--- src/rtl/sweep_ctrl.sv ---
// Triangle-sweep sequencer for a loadable up/down counter: loads lo, sweeps up to hi and back, n times.
// Optional dwell at each limit when SWEEP_HOLD_EN is defined (HOLD_CYC cycles per dwell).
module sweep_ctrl #(
  parameter int WIDTH    = 4,
  parameter int SWEEPS_W = 4
`ifdef SWEEP_HOLD_EN
  ,
  parameter int HOLD_CYC = 2
`endif
) (
  input  logic                clk,
  input  logic                rst,
  input  logic                start,
  input  logic                abort,
  input  logic [WIDTH-1:0]    lo_lim,
  input  logic [WIDTH-1:0]    hi_lim,
  input  logic [SWEEPS_W-1:0] n_sweeps,
  input  logic [WIDTH-1:0]    count,
  output logic                load,
  output logic [WIDTH-1:0]    load_val,
  output logic                cnt_en,
  output logic                up_down_bar,
  output logic                busy,
  output logic                done,
  output logic                err,
  output logic [SWEEPS_W-1:0] sweep_cnt
);

  typedef enum logic [2:0] {
    S_IDLE, S_LOAD, S_UP, S_DOWN, S_DONE, S_HOLD_HI, S_HOLD_LO
  } state_t;

  state_t              state, nxt;
  logic [WIDTH-1:0]    hi_q;
  logic [SWEEPS_W-1:0] n_q;
  logic                req, legal, accept, reject;
  logic                at_top, at_bot, last_sweep;

  // load_val doubles as the latched low limit.
  assign req        = (state == S_IDLE) && start && !abort;
  assign legal      = (lo_lim < hi_lim) && (n_sweeps != '0);
  assign accept     = req && legal;
  assign reject     = req && !legal;

  // Turn one count early: the counter still steps on the edge that changes state.
  assign at_top     = count >= (hi_q - WIDTH'(1));
  assign at_bot     = count <= (load_val + WIDTH'(1));
  assign last_sweep = (sweep_cnt + SWEEPS_W'(1)) == n_q;

`ifdef SWEEP_HOLD_EN
  localparam int     HOLD_EFF = (HOLD_CYC < 1) ? 1 : HOLD_CYC;
  localparam int     HOLD_W   = $clog2(HOLD_EFF + 1);
  localparam state_t TURN_HI  = S_HOLD_HI;
  localparam state_t TURN_LO  = S_HOLD_LO;

  logic [HOLD_W-1:0] hold_cnt;
  logic              hold_end;

  assign hold_end = (hold_cnt == '0);

  // Reloaded on every state change, so it is primed on entry to either dwell.
  always_ff @(posedge clk or negedge rst) begin
    if (!rst)              hold_cnt <= '0;
    else if (nxt != state) hold_cnt <= HOLD_W'(HOLD_EFF - 1);
    else if (!hold_end)    hold_cnt <= hold_cnt - 1'b1;
  end
`else
  localparam state_t TURN_HI = S_DOWN;
  localparam state_t TURN_LO = S_UP;
`endif

  always_comb begin
    // NOTE: nxt gets a default before any branch, so no path leaves it unassigned (no latch).
    nxt = state;
    if (abort) begin
      nxt = S_IDLE;
    end else begin
      case (state)
        S_IDLE:    if (accept) nxt = S_LOAD;
        S_LOAD:    nxt = S_UP;
        S_UP:      if (at_top) nxt = TURN_HI;
        S_DOWN:    if (at_bot) nxt = last_sweep ? S_DONE : TURN_LO;
`ifdef SWEEP_HOLD_EN
        S_HOLD_HI: if (hold_end) nxt = S_DOWN;
        S_HOLD_LO: if (hold_end) nxt = S_UP;
`endif
        default:   nxt = S_IDLE;
      endcase
    end
  end

  // Outputs are registered decodes of the state being entered, so they always match state.
  always_ff @(posedge clk or negedge rst) begin
    if (!rst) begin
      state       <= S_IDLE;
      hi_q        <= '0;
      n_q         <= '0;
      load_val    <= '0;
      sweep_cnt   <= '0;
      load        <= 1'b0;
      cnt_en      <= 1'b0;
      up_down_bar <= 1'b0;
      busy        <= 1'b0;
      done        <= 1'b0;
      err         <= 1'b0;
    end else begin
      // NOTE: non-blocking everywhere here, so every register sees the pre-edge values of the others.
      state       <= nxt;
      load        <= (nxt == S_LOAD);
      cnt_en      <= (nxt == S_UP) || (nxt == S_DOWN);
      up_down_bar <= (nxt == S_UP);
      busy        <= (nxt != S_IDLE) && (nxt != S_DONE);
      done        <= (nxt == S_DONE);
      err         <= reject;
      if (accept) begin
        load_val  <= lo_lim;
        hi_q      <= hi_lim;
        n_q       <= n_sweeps;
        sweep_cnt <= '0;
      end else if ((state == S_DOWN) && at_bot && !abort) begin
        sweep_cnt <= sweep_cnt + 1'b1;
      end
    end
  end

endmodule

--- config.mk ---
export PLATFORM = sky130hd
export DESIGN_NAME = sweep_ctrl
export DESIGN_NICKNAME = d
export VERILOG_FILES = /design/src/rtl/sweep_ctrl.sv
export SDC_FILE = /design/constraint.sdc
export NUM_CORES = 1
export LEC_CHECK = 0
export ABC_CLOCK_PERIOD_IN_PS = 6900
export CORE_ASPECT_RATIO = 1.75
export CORE_MARGIN = 2
export CORE_UTILIZATION = 52
export CTS_CLUSTER_DIAMETER = 120
export CTS_CLUSTER_SIZE = 24
export DETAILED_ROUTE_END_ITERATION = 10
export GPL_TIMING_DRIVEN = 0
export HOLD_SLACK_MARGIN = 0.12
export PLACE_DENSITY = 0.87
export SYNTH_ARGS = -nofsm -noshare
export SYNTH_HDL_FRONTEND = slang
export SYNTH_SLANG_ARGS = --single-unit
--- constraint.sdc ---
create_clock -name clk -period 6.9 [get_ports clk]
set_input_delay 1.38 -clock clk [delete_from_list [all_inputs] [get_ports clk]]
set_output_delay 1.38 -clock clk [all_outputs]
set_load 0.005 [all_outputs]
### After elaboration in Yosys (flattened, before gate mapping)

Cells that the tools add are included.
W data, S select, Z words.

| word-level totals | value |
|---|---|
| bits in registers | 25 |
| input port bits | 20 |
| output and inout bits | 14 |
| logic and storage cells | 49 |

| cells by class | value |
|---|---|
| add/subtract/negate cells | 3 |
| $lt $le $gt $ge | 3 |
| equality and inequality tests | 9 |
| mux-type cells | 8 |
| reduce and logical (&&, ||, !) cells | 15 |

Operator list:

| cell | number |
|---|---|
| $mux W3 | 5 |
| $eq A3 B2 Y1 const B | 4 |
| $pmux W3 S4 | 1 |
| $add A4 B1 Y4 const B | 2 |
| $logic_and A1 B1 Y1 | 8 |
| $mux W4 | 2 |
| $eq A3 B1 Y1 const B | 2 |
| $eq A4 B4 Y1 | 1 |
| $ge A4 B4 Y1 | 1 |
| $le A4 B4 Y1 | 1 |
| $lt A4 B4 Y1 | 1 |
| $reduce_bool A4 Y1 | 1 |
| $sub A4 B1 Y4 const B | 1 |
| $eq A3 B3 Y1 const B | 1 |
| $logic_not A3 Y1 | 1 |
| $ne A3 B3 Y1 const B | 1 |
| $reduce_bool A3 Y1 | 1 |
| $logic_not A1 Y1 | 2 |
| $reduce_bool A2 Y1 | 1 |
| $logic_or A1 B1 Y1 | 1 |

### Depth between registers and ports, before layout

| logic depth | value |
|---|---|
| depth in word-level cells | 9 |
| depth in mapped cells | 8 |
| gate-level depth less buffers | 8 |

### Worst setup path after synthesis

No wires, ideal clock.

| path | value |
|---|---|
| path kind | input-to-reg |
| start point | in count[2] |
| end point | reg sweep_cnt[3] |
| library setup time | 0.121 ns |
| arrival | 2.817 ns |
| required time | 6.779 ns |
| path slack | 3.962 ns |
| stages on the path | 6 |
| path through | ha_1 -> and3b_1 -> a2111oi_2 -> o21ai_1 -> o21a_1 -> o22a_1 |

| between the ends | value |
|---|---|
| word-level cells in the longest chain between the ends | 4 |

Ends and longest elaborated chain:

| what | RTL line | text |
|---|---|---|
| start: declaration | 18 | `input logic [WIDTH-1:0] count,` |
| $le A4 B4 Y1 | 47 | `assign at_bot = count <= (load_val + WIDTH'(1));` |
| $logic_and A1 B1 Y1 (2 in a row) | 120 | `end else if ((state == S_DOWN) && at_bot && !abort) begin` |
| $reduce_bool A2 Y1 (no source line) | - |  |
| end signal: assignment | 121 | `sweep_cnt <= sweep_cnt + 1'b1;` |
| end: declaration | 26 | `output logic [SWEEPS_W-1:0] sweep_cnt` |

Every way passes these cells.
A chain may end at the register's enable or synchronous reset.

### Worst setup path in the final report

Ends and elaborated chain as after synthesis.

==> reports/metrics.cfg <==
[clock_network]
cts_made_buffers=3
htreeDepth=1
clock_path_buffers=2
cts.repair.resized=0
cts_sinks=25
cts_tree=built
postCtsSetupBuffers=0
clk_pin_slew_ns=0.09
clk_latency_ns=0.28
ctsHoldBuffers=0
root_buffer=clkbuf_8

[timing]
skew_ns=0.00597
setup_viol=0
rsz0062_at_grt=false
period_share_pct=48.5
slew_headroom_pct=26.8
hold_slack_ns=0.539
slew_violations=0
hold_viol_final=0
max_freq_mhz=299
fin_crit_ns=3.35
tns_ns=0
tightest_slew_ns=1.10

[min_path]
holdCritPathClass=flip-flop to flip-flop

[layout]
fillCellCount=198
layout-drive-gt1-share_pct=15.4
seq_area_sq_um=626
nets=191
multi_input_area_sq_um=732
area_delta_synth_final_pct=29.3
diodes=0

[logic_synthesis]
async_reset_ff_share_pct=100
ys_seq_area_share_pct=44.6
synth_area_sq_um=1400
synth_edf_count=0
yosysWarnings=0
synth_flop_cell=dfrtp_1
synth_cells=119
ys_types=35
ys_ff_latch=25
syn_nets=153
syn-mean-instance-area_sq_um=11.8

[floorplanning]
die_height_um=72.7
fp.dieW_um=43.3
fp.dieArea_sq_um=3150
core_sq_um=2520
num_io_pins=34
initial_core_util_pct=55.6
rows=24

[routing]
drt-initial-drc-count=14
wirelength_um=2900
drc_errors=0
num_vias=1052
wl_per_cell_um=16.0
dr.pass1.iters=4
vias_per_cell=5.78
drtAntennaViolNets=0

[global_routing]
grt_pass1_vias=1122
grt_pass1_wl_um=5040
grtUsageTotal_pct=21.6
grt-ovfl-total=0
antenna_found_initial=0
grt_max_degree=26

[run_status]
status=completed

[worst_setup_path]
crit_fanout=4
arrival_ns=3.52
path_class=input pin to flip-flop
cp-end-kind=flip-flop
required_ns=7.08
cp-start-kind=input pin

[flow_run]
drv_cap=0

[power_and_ir_drop]
p_per_area_nw_per_um2=263
p_leak_nw=0.813
peakVddDrop_mv=0.190

[placed_design]
portBuffers=33
hpwl_um=2290
gp_congestion=0.849

==> metrics by stage <==
stage | setup WS, ns | cell area (sq um) | utilization, % | std cells | power [W]
6_report | 3.56 | 1810 | 71.9 | 182 | 0.000477
4_1_cts | 3.54 | 1810 | 71.9 | 182 | 0.000481
3_5_place_dp | 3.24 | 1770 | 70.0 | 178 | 0.000388
2_1_floorplan | 3.96 | 1400 | - | 119 | 0.000318
3_3_place_gp | 3.29 | 1770 | 70.0 | 178 | 0.000373
5_1_grt | 3.40 | 1810 | 71.9 | 182 | 0.000512
==> state kept, by name, indices dropped and copies added, names as in the netlist <==
name / flops
done: 1
sweep_cnt: 4
cnt_en: 1
load: 1
err: 1
load_val: 4
n_q: 4
up_down_bar: 1
hi_q: 4
busy: 1
state: 3
==> critical path: stages <==
cell             delay [ns]
clkdlybuf4s50_1        0.44
ha_1                   0.36
and3b_1                0.21
a2111oi_2              0.50
o21ai_1                0.25
o21a_1                 0.22
o22a_1                 0.17
==> power breakdown <==
| group | switching (W) | internal, W | leakage, nW |
|---|---|---|---|
| logic | 0.0000890 | 0.000101 | 0.471 |
| clock network | 0.0000504 | 0.0000411 | 0.0217 |
| registers | 0.0000228 | 0.000173 | 0.320 |
| total | 0.000162 | 0.000315 | 0.813 |
==> metal layers <==
metal	up-vias	GRT usage, %	part of all wire [%]
li1	501	-	-
met4	0	9.76	2.8
met3	6	3.47	3.4
met5	-	0	0
met1	516	22.3	36
met2	29	40.8	58
==> cells in the mapped netlist, drive strengths merged, types with 2 or more instances <==
library cell / count / area [sq um]
nand3: 3 / 15.0
inv: 9 / 33.8
o21ai: 6 / 30.0
nor2: 9 / 41.3
a41oi: 2 / 25.0
mux2i: 2 / 20.0
ha: 14 / 175
dfrtp: 25 / 626
xnor2: 7 / 61.3
nor4: 2 / 27.5
mux2: 11 / 124
nor3: 4 / 20.0
and3: 2 / 15.0
xor2: 5 / 43.8
or2: 2 / 12.5
o211ai: 2 / 15.0
==> cells in the final DEF, fill, tap and decap left out, types with 2 or more instances in the layout <==
cell / Yosys / final
nand3_1: 3 / 3
nor2_1: 8 / 8
and3_2: 2 / 2
mux2_2: 11 / 11
mux2i_1: 2 / 2
ha_1: 14 / 14
clkdlybuf4s50_1: 0 / 33
inv_1: 9 / 9
o211ai_1: 2 / 2
o21ai_0: 4 / 4
nor3_1: 4 / 4
xor2_1: 5 / 5
xnor2_1: 7 / 7
dfrtp_1: 25 / 25
o21ai_1: 2 / 2
clkbuf_8: 0 / 3
==> final timing paths <==
kind                                    startpoint                        to  slack, ns  cells after the start
setup / recovery                          count[2]  sweep_cnt[3]$_DFFE_PN0P_       3.56                      7
hold / removal                  n_q[1]$_DFFE_PN0P_        n_q[1]$_DFFE_PN0P_       0.54                      1
setup reg to reg           load_val[0]$_DFFE_PN0P_  sweep_cnt[3]$_DFFE_PN0P_       4.35                      8
hold reg to reg                 n_q[1]$_DFFE_PN0P_        n_q[1]$_DFFE_PN0P_       0.54                      1
max in group asynchronous                      rst          cnt_en$_DFF_PN0_       4.56                      1
min in group asynchronous                      rst       hi_q[2]$_DFFE_PN0P_       1.69                      1
==> cell families after synthesis <==
kind of cell / synth area share (%)
adders and majority gates: 12.5
DFF: 44.6
buffers and inverters: 3.21
AOI/OAI and AO/OA: 9.28
muxes: 10.3
xor gates and xnor gates: 7.49
and+or+nand+nor: 12.7
==> cell type report <==
cell class / count / share of cell area [%]
inverters: 9 / 1.86
clock buffers: 3 / 2.28
clock inverters: 1 / 0.414
multi-input cells: 84 / 40.3
well taps: 26 / 1.79
plain buffers: 1 / 0.621
flip-flops and latches: 25 / 34.5
repair buffers: 33 / 18.2
Note: power is estimated with default switching activity, not from simulation.
